--- config.mk ---
export PLATFORM = sky130hd
export DESIGN_NAME = ifft_frame_sched
export DESIGN_NICKNAME = d
export VERILOG_FILES = /design/src/rtl/ifft_sched_pkg.sv /design/src/rtl/ifft_tag_fifo.sv /design/src/rtl/ifft_frame_sched.sv
export SDC_FILE = /design/constraint.sdc
export NUM_CORES = 1
export LEC_CHECK = 0
export CAP_MARGIN = 0
export CORE_UTILIZATION = 46
export DETAILED_ROUTE_END_ITERATION = 16
export PLACE_DENSITY = 0.86
export SLEW_MARGIN = 20
export SYNTH_ARGS = -nofsm -noshare
export SYNTH_HDL_FRONTEND = slang
export SYNTH_HIERARCHICAL = 1
export SYNTH_SLANG_ARGS = --single-unit
--- constraint.sdc ---
create_clock -name Clk -period 4.55 [get_ports Clk]
set_clock_uncertainty 0.15 [all_clocks]
set_input_delay 0.455 -clock Clk [delete_from_list [all_inputs] [get_ports Clk]]
set_output_delay 0.455 -clock Clk [all_outputs]
set_load 0.02 [all_outputs]
--- src/rtl/ifft_sched_pkg.sv ---
// Shared types and default constants for the IFFT frame scheduler.
// The optional statistics counters are enabled by IFFT_FRAME_SCHED_STATS_EN.
package ifft_sched_pkg;

  localparam int DW_D         = 17;
  localparam int FRAME_LEN_D  = 128;
  localparam int GAP_CYCLES_D = 4;
  localparam int TAG_DEPTH_D  = 4;
  localparam int OUT_W        = 48;

  typedef logic signed [DW_D-1:0] sample_t;
  typedef logic src_id_t;

  typedef enum logic [1:0] {
    IDLE   = 2'd0,
    STREAM = 2'd1,
    GAP    = 2'd2
  } sched_state_e;

endpackage

--- src/rtl/ifft_tag_fifo.sv ---
// Source-id FIFO tracking frames in flight through the decoder.
// Push while full is honoured only together with a pop.
module ifft_tag_fifo
  import ifft_sched_pkg::*;
#(
  parameter int DEPTH = TAG_DEPTH_D
) (
  input  logic    clk,
  input  logic    rst_n,
  input  logic    push,
  input  src_id_t din,
  input  logic    pop,
  output src_id_t head,
  output logic    full,
  output logic    empty
);

  localparam int AW = $clog2(DEPTH);

  logic [AW:0] wp;
  logic [AW:0] rp;
  src_id_t     mem [DEPTH];
  logic        do_push;
  logic        do_pop;

  assign empty   = (wp == rp);
  assign full    = (wp[AW] != rp[AW]) &&
                   (wp[AW-1:0] == rp[AW-1:0]);
  assign do_push = push && (!full || pop);
  assign do_pop  = pop && !empty;
  assign head    = mem[rp[AW-1:0]];

  always_ff @(posedge clk) begin
    if (!rst_n) begin
      wp <= '0;
      rp <= '0;
    end else begin
      if (do_push) wp <= wp + 1'b1;
      if (do_pop)  rp <= rp + 1'b1;
    end
  end

  always_ff @(posedge clk) begin
    if (do_push) mem[wp[AW-1:0]] <= din;
  end

endmodule

--- src/rtl/ifft_frame_sched.sv ---
// Two-source round-robin frame scheduler feeding the OFDM decoder.
// Define IFFT_FRAME_SCHED_STATS_EN to add frame/stall counters.
module ifft_frame_sched
  import ifft_sched_pkg::*;
#(
  parameter int FRAME_LEN  = FRAME_LEN_D,
  parameter int GAP_CYCLES = GAP_CYCLES_D,
  parameter int TAG_DEPTH  = TAG_DEPTH_D,
  parameter int DW         = DW_D
) (
  input  logic                 Clk,
  input  logic                 Reset,
  input  logic                 S0Valid,
  output logic                 S0Ready,
  input  logic signed [DW-1:0] S0DinR,
  input  logic signed [DW-1:0] S0DinI,
  input  logic                 S1Valid,
  output logic                 S1Ready,
  input  logic signed [DW-1:0] S1DinR,
  input  logic signed [DW-1:0] S1DinI,
  output logic                 Pushin,
  output logic                 FirstData,
  output logic signed [DW-1:0] DinR,
  output logic signed [DW-1:0] DinI,
  input  logic                 PushOut,
  input  logic [OUT_W-1:0]     DataOut,
  output logic                 OutValid,
  output logic [OUT_W-1:0]     OutData,
  output logic                 OutSrc,
  output logic                 Busy,
  output logic                 Overflow
`ifdef IFFT_FRAME_SCHED_STATS_EN
  ,
  output logic [15:0]          FrameCnt0,
  output logic [15:0]          FrameCnt1,
  output logic [15:0]          StallCnt
`endif
);

  localparam int CW = $clog2(FRAME_LEN);
  localparam int GW = $clog2(GAP_CYCLES + 1) + 1;
  localparam logic [CW-1:0] CNT_LAST = CW'(FRAME_LEN - 1);
  localparam logic [GW-1:0] GAP_LAST =
    GW'((GAP_CYCLES > 0) ? GAP_CYCLES - 1 : 0);

  sched_state_e    state;
  sched_state_e    nxt;
  src_id_t         gnt;
  src_id_t         gnt_nxt;
  src_id_t         rr;
  src_id_t         rr_nxt;
  logic [CW-1:0]   cnt;
  logic [GW-1:0]   gap_cnt;
  logic            hs;
  logic            last;
  logic            gap_last;
  logic            vld;
  logic            tag_push;
  logic            tag_full;
  logic            tag_empty;
  src_id_t         tag_head;
  logic signed [DW-1:0] sel_r;
  logic signed [DW-1:0] sel_i;

  assign vld      = gnt ? S1Valid : S0Valid;
  assign sel_r    = gnt ? S1DinR : S0DinR;
  assign sel_i    = gnt ? S1DinI : S0DinI;
  assign hs       = (state == STREAM) && vld;
  assign last     = (cnt == CNT_LAST);
  assign gap_last = (gap_cnt == GAP_LAST);
  assign S0Ready  = (state == STREAM) && !gnt;
  assign S1Ready  = (state == STREAM) && gnt;
  assign Busy     = (state != IDLE);

  always_comb begin
    nxt      = state;
    gnt_nxt  = gnt;
    rr_nxt   = rr;
    tag_push = 1'b0;
    unique case (state)
      IDLE: begin
        if ((S0Valid || S1Valid) && !tag_full) begin
          nxt      = STREAM;
          tag_push = 1'b1;
          gnt_nxt  = (S0Valid && S1Valid) ? rr : S1Valid;
          rr_nxt   = ~gnt_nxt;
        end
      end
      STREAM: begin
        if (hs && last)
          nxt = (GAP_CYCLES == 0) ? IDLE : GAP;
      end
      GAP: begin
        if (gap_last) nxt = IDLE;
      end
      default: nxt = IDLE;
    endcase
  end

  always_ff @(posedge Clk) begin
    if (!Reset) begin
      state     <= IDLE;
      gnt       <= 1'b0;
      rr        <= 1'b0;
      cnt       <= '0;
      gap_cnt   <= '0;
      Pushin    <= 1'b0;
      FirstData <= 1'b0;
      DinR      <= '0;
      DinI      <= '0;
    end else begin
      state     <= nxt;
      gnt       <= gnt_nxt;
      rr        <= rr_nxt;
      Pushin    <= hs;
      FirstData <= hs && (cnt == '0);
      if (hs) begin
        DinR <= sel_r;
        DinI <= sel_i;
        cnt  <= last ? '0 : cnt + 1'b1;
      end
      if (state == GAP && !gap_last)
        gap_cnt <= gap_cnt + 1'b1;
      else
        gap_cnt <= '0;
    end
  end

  ifft_tag_fifo #(
    .DEPTH (TAG_DEPTH)
  ) u_tags (
    .clk   (Clk),
    .rst_n (Reset),
    .push  (tag_push),
    .din   (gnt_nxt),
    .pop   (PushOut),
    .head  (tag_head),
    .full  (tag_full),
    .empty (tag_empty)
  );

  // Result with no tag outstanding is reported as source 0.
  always_ff @(posedge Clk) begin
    if (!Reset) begin
      OutValid <= 1'b0;
      OutData  <= '0;
      OutSrc   <= 1'b0;
      Overflow <= 1'b0;
    end else begin
      OutValid <= PushOut;
      if (PushOut) begin
        OutData <= DataOut;
        OutSrc  <= tag_empty ? 1'b0 : tag_head;
        if (tag_empty) Overflow <= 1'b1;
      end
    end
  end

`ifdef IFFT_FRAME_SCHED_STATS_EN
  always_ff @(posedge Clk) begin
    if (!Reset) begin
      FrameCnt0 <= '0;
      FrameCnt1 <= '0;
      StallCnt  <= '0;
    end else begin
      if (hs && last && !gnt) FrameCnt0 <= FrameCnt0 + 1'b1;
      if (hs && last && gnt)  FrameCnt1 <= FrameCnt1 + 1'b1;
      if (state == STREAM && !vld)
        StallCnt <= StallCnt + 1'b1;
    end
  end
`endif

endmodule

==> summary.txt <==
Worst setup path
  – Critical path's slowest cell: clkdlybuf4s50_1
  – Reg2Reg Depth: 6
  – WP depth: 4
  – Critical-path cell list: nor2b_2, buf_4, and2_1, clkdlybuf4s50_1
  – Worst Setup EP: S1Ready
  – Crit path from: state[0]
  – Reg-to-Reg End: u_tags/mem[0]
  – R2R setup slack: 1.97 ns
  – Slowest stage delay, CP: roughly 0.59 ns
  – Crit. End Element: output pin
  – Worst r2r src: u_tags/rp[2]
  – CP Launch Type: flip-flop
  – WP data arrival: 2.34 ns
  – Critical path's top delay family: buffers and inverters
  – Worst EP required: roughly 4 ns
  – Buffers and inverters on the worst path: 2
  – Crit path kind: flip-flop to output pin
  – Worst Path Max Fanout: 38

Yosys
  – Mux contribution to synthesized area: 0.191
  – Syn_area_per_cell: 10.3 um2
  – Adder-Cell Fraction of Synth Area: 0.0205
  – Synth cell types: 48
  – Synth Area in Compound Gates: 0.113
  – Yosys top cell by area: dfxtp_1
  – Post-Synth XOR/XNOR Area: 0.0154
  – Post-synth EDFFs: 4
  – Share of the synthesized area in the top cell type: 0.451
  – Ys Warns: 6
  – Ys async rst share: 0
  – Post-synthesis simple-gate area fraction: 0.143
  – Post-synthesis net count: around 600
  – Post-synth top cells: dfxtp_1, mux2i_1, nor2_1, nand3_1, o211a_1
  – #FFs+latches synth: around 110
  – Synthesized instance count: roughly 470
  – Post-synthesis instance area: a little under 0.005 mm2
  – Count leader, synth: dfxtp_1
  – Largest family of logic cells by synthesized area: multiplexers
  – Cells taking the most area after synthesis: dfxtp_1, mux2i_1, o211a_1, nand3_1, nor2_1
  – Main synth FF type: dfxtp_1
  – Post-synthesis sequential area ratio: 0.475

Detailed routing
  – Antenna Violating Nets Remaining: 0
  – DR DRC count: 0
  – Vias/cell: 5.22
  – DRT Pass-1 Iters: 5
  – Routed len/inst: roughly 16 um
  – Iteration-0 DRC Markers: roughly 160
  – Via Count: around 4.3k
  – Final WL: around 13000 um

Clocking
  – Setup repair bufs after CTS: 0
  – CTS tree: yes
  – Clock H-tree levels: 4
  – Hold Buf Count CTS: 0
  – Root buffer cell: clkbuf_8
  – Clk Latency, worst-skew pair: a little over 0.5 ns
  – Num CTS Buffers: 17
  – CTS max path bufs: 2
  – Resize count post-CTS: 0
  – Worst-path clk slew: 0.05 ns
  – Clock sink count: between 100 and 150

Timing
  – Final hold violation count: 0
  – RSZ-0062 raised after global routing: no
  – Period utilisation layout: 0.647
  – Total negative setup slack: 0 ns
  – Worst-margin pin slew: roughly 0.84 ns
  – Fmax: around 340 MHz
  – Slew Limit Headroom: 0.440
  – Final min period: 2.94 ns
  – Endpoints failing setup: 0
  – Slew Viols, Final: 0

GRT
  – Largest net degree at the start of global routing: 64
  – Global-route wire length before repair: approximately 20000 um
  – Global Route Usage Sum: 0.236
  – Initial antenna violation count: 0
  – Vias in the first global route: 4275
  – GR Overflow Total: 0

Final layout
  – Footprint of the multi-input gates: between 0.002 and 0.0025 mm2
  – Share of cells above drive strength 1: 0.0747
  – Nets: roughly 800
  – Register area: between 0.002 and 0.0025 mm2
  – Area Overhead vs Synth: 57.4%
  – Finished Layout Cells: about 800
  – Final core utilization: 0.745
  – N_diodes: 0
  – Fill count: 698

Floorplanning
  – Core footprint: roughly 0.010 mm2
  – Die Ht: 105 um
  – Ports: roughly 210
  – Row count: 37
  – Starting Density: 0.473
  – Die Width: about 110 um
  – Die ar.: roughly 0.011 mm2

Outcome
  – Status: finished clean

Power
  – VDD IR max: roughly 0.22 mV
  – Lkg Pwr: 0.00333 uW
  – Pwr dens: 423 mW/mm2
  – Design Power: roughly 3300 uW

Run
  – Max_cap viols: 0

Placement
  – Routability cong.: roughly 0.80
  – Dpl cells: ~800
  – Port bufs: 210
  – Hpwl dp: between 8000 and 9000 um

Hold path
  – Worst hold path class: input pin to flip-flop
-- cells by family after synthesis --
family | Yosys count
AND/OR/NAND/NOR | 142
flip-flops | 114
multiplexers | 92
AO/OA/AOI/OAI | 62
buffers and inverters | 48
adder cells (fa/ha/maj) | 8
XOR/XNOR | 6
-- layout by cell type, fill, tap and decap left out, drive strengths merged, types with 3 or more instances in the layout --
cell type      instances
clkdlybuf4s50        208
dfxtp                110
mux2i                 90
nor2                  50
nand3                 41
o211a                 35
clkbuf                23
nand2                 14
inv                   13
nor2b                 10
a21oi                  8
ha                     8
or4                    6
buf                    6
nand2b                 5
and2                   5
bufinv                 5
edfxtp                 4
clkinv                 4
o21ai                  4
xnor2                  4
o31ai                  3
-- worst min path at each step --
stage               startpoint      endpoint  slack [ns]  cells after the start
floorplan           gap_cnt[0]    gap_cnt[0]        0.27                      1
global placement    gap_cnt[0]    gap_cnt[0]        0.28                      1
detailed placement  gap_cnt[0]    gap_cnt[0]        0.29                      1
CTS                    PushOut  u_tags/rp[2]        0.26                      4
global route           PushOut  u_tags/rp[2]        0.31                      4
finish                 PushOut  u_tags/rp[2]        0.29                      4
-- per-layer routing --
layer,track usage,vias up,routed length [um]
li1,-,2080,-
met1,0.263,1951,5150
met2,0.406,214,6200
met3,0.0855,29,1070
met4,0.103,0,310
met5,0,-,0
-- final cells by class --
cell class,count,share of cell area
sequential,114,0.302
multi-input combinational,310,0.309
tap,136,0.0221
clock buffer,23,0.0622
clock inverter,9,0.0226
timing repair buffer,214,0.276
inverter,13,0.00635
-- report_power, final --
group | switching (uW) | leakage [uW] | total [uW] | internal [uW]
sequential | 61.2 | 0.000942 | 1160 | 1100
combinational | 319 | 0.00206 | 659 | 341
clock | 432 | 0.000321 | 1440 | 1000
total | 812 | 0.00333 | 3250 | 2440
-- state kept, by name (all words and copies together) (netlist names), 2 cells and up, named ones only --
name and count:
u_tags/mem 4, OutData 48, DinR 17, cnt 7, state 2, gap_cnt 4, u_tags/rp 3, DinI 17
u_tags/wp 3
-- worst register-to-register path, cell delays in order (launching register included) --
cell	delay [ns]
dfxtp_1	0.37
xnor2_1	0.31
nor2_1	0.16
nor4_1	0.66
inv_1	0.12
a41oi_2	0.31
and2_1	0.21
-- through the flow --
step	instance area [um2]	hold slack, ns	setup WS (ns)
floorplan	4880	0.268	2.44
global placement	7030	0.275	1.79
detailed placement	7030	0.293	1.79
CTS	7680	0.262	1.57
global route	7690	0.306	1.47
finish	7690	0.290	1.61
Note: power is estimated with default switching activity, not from simulation.
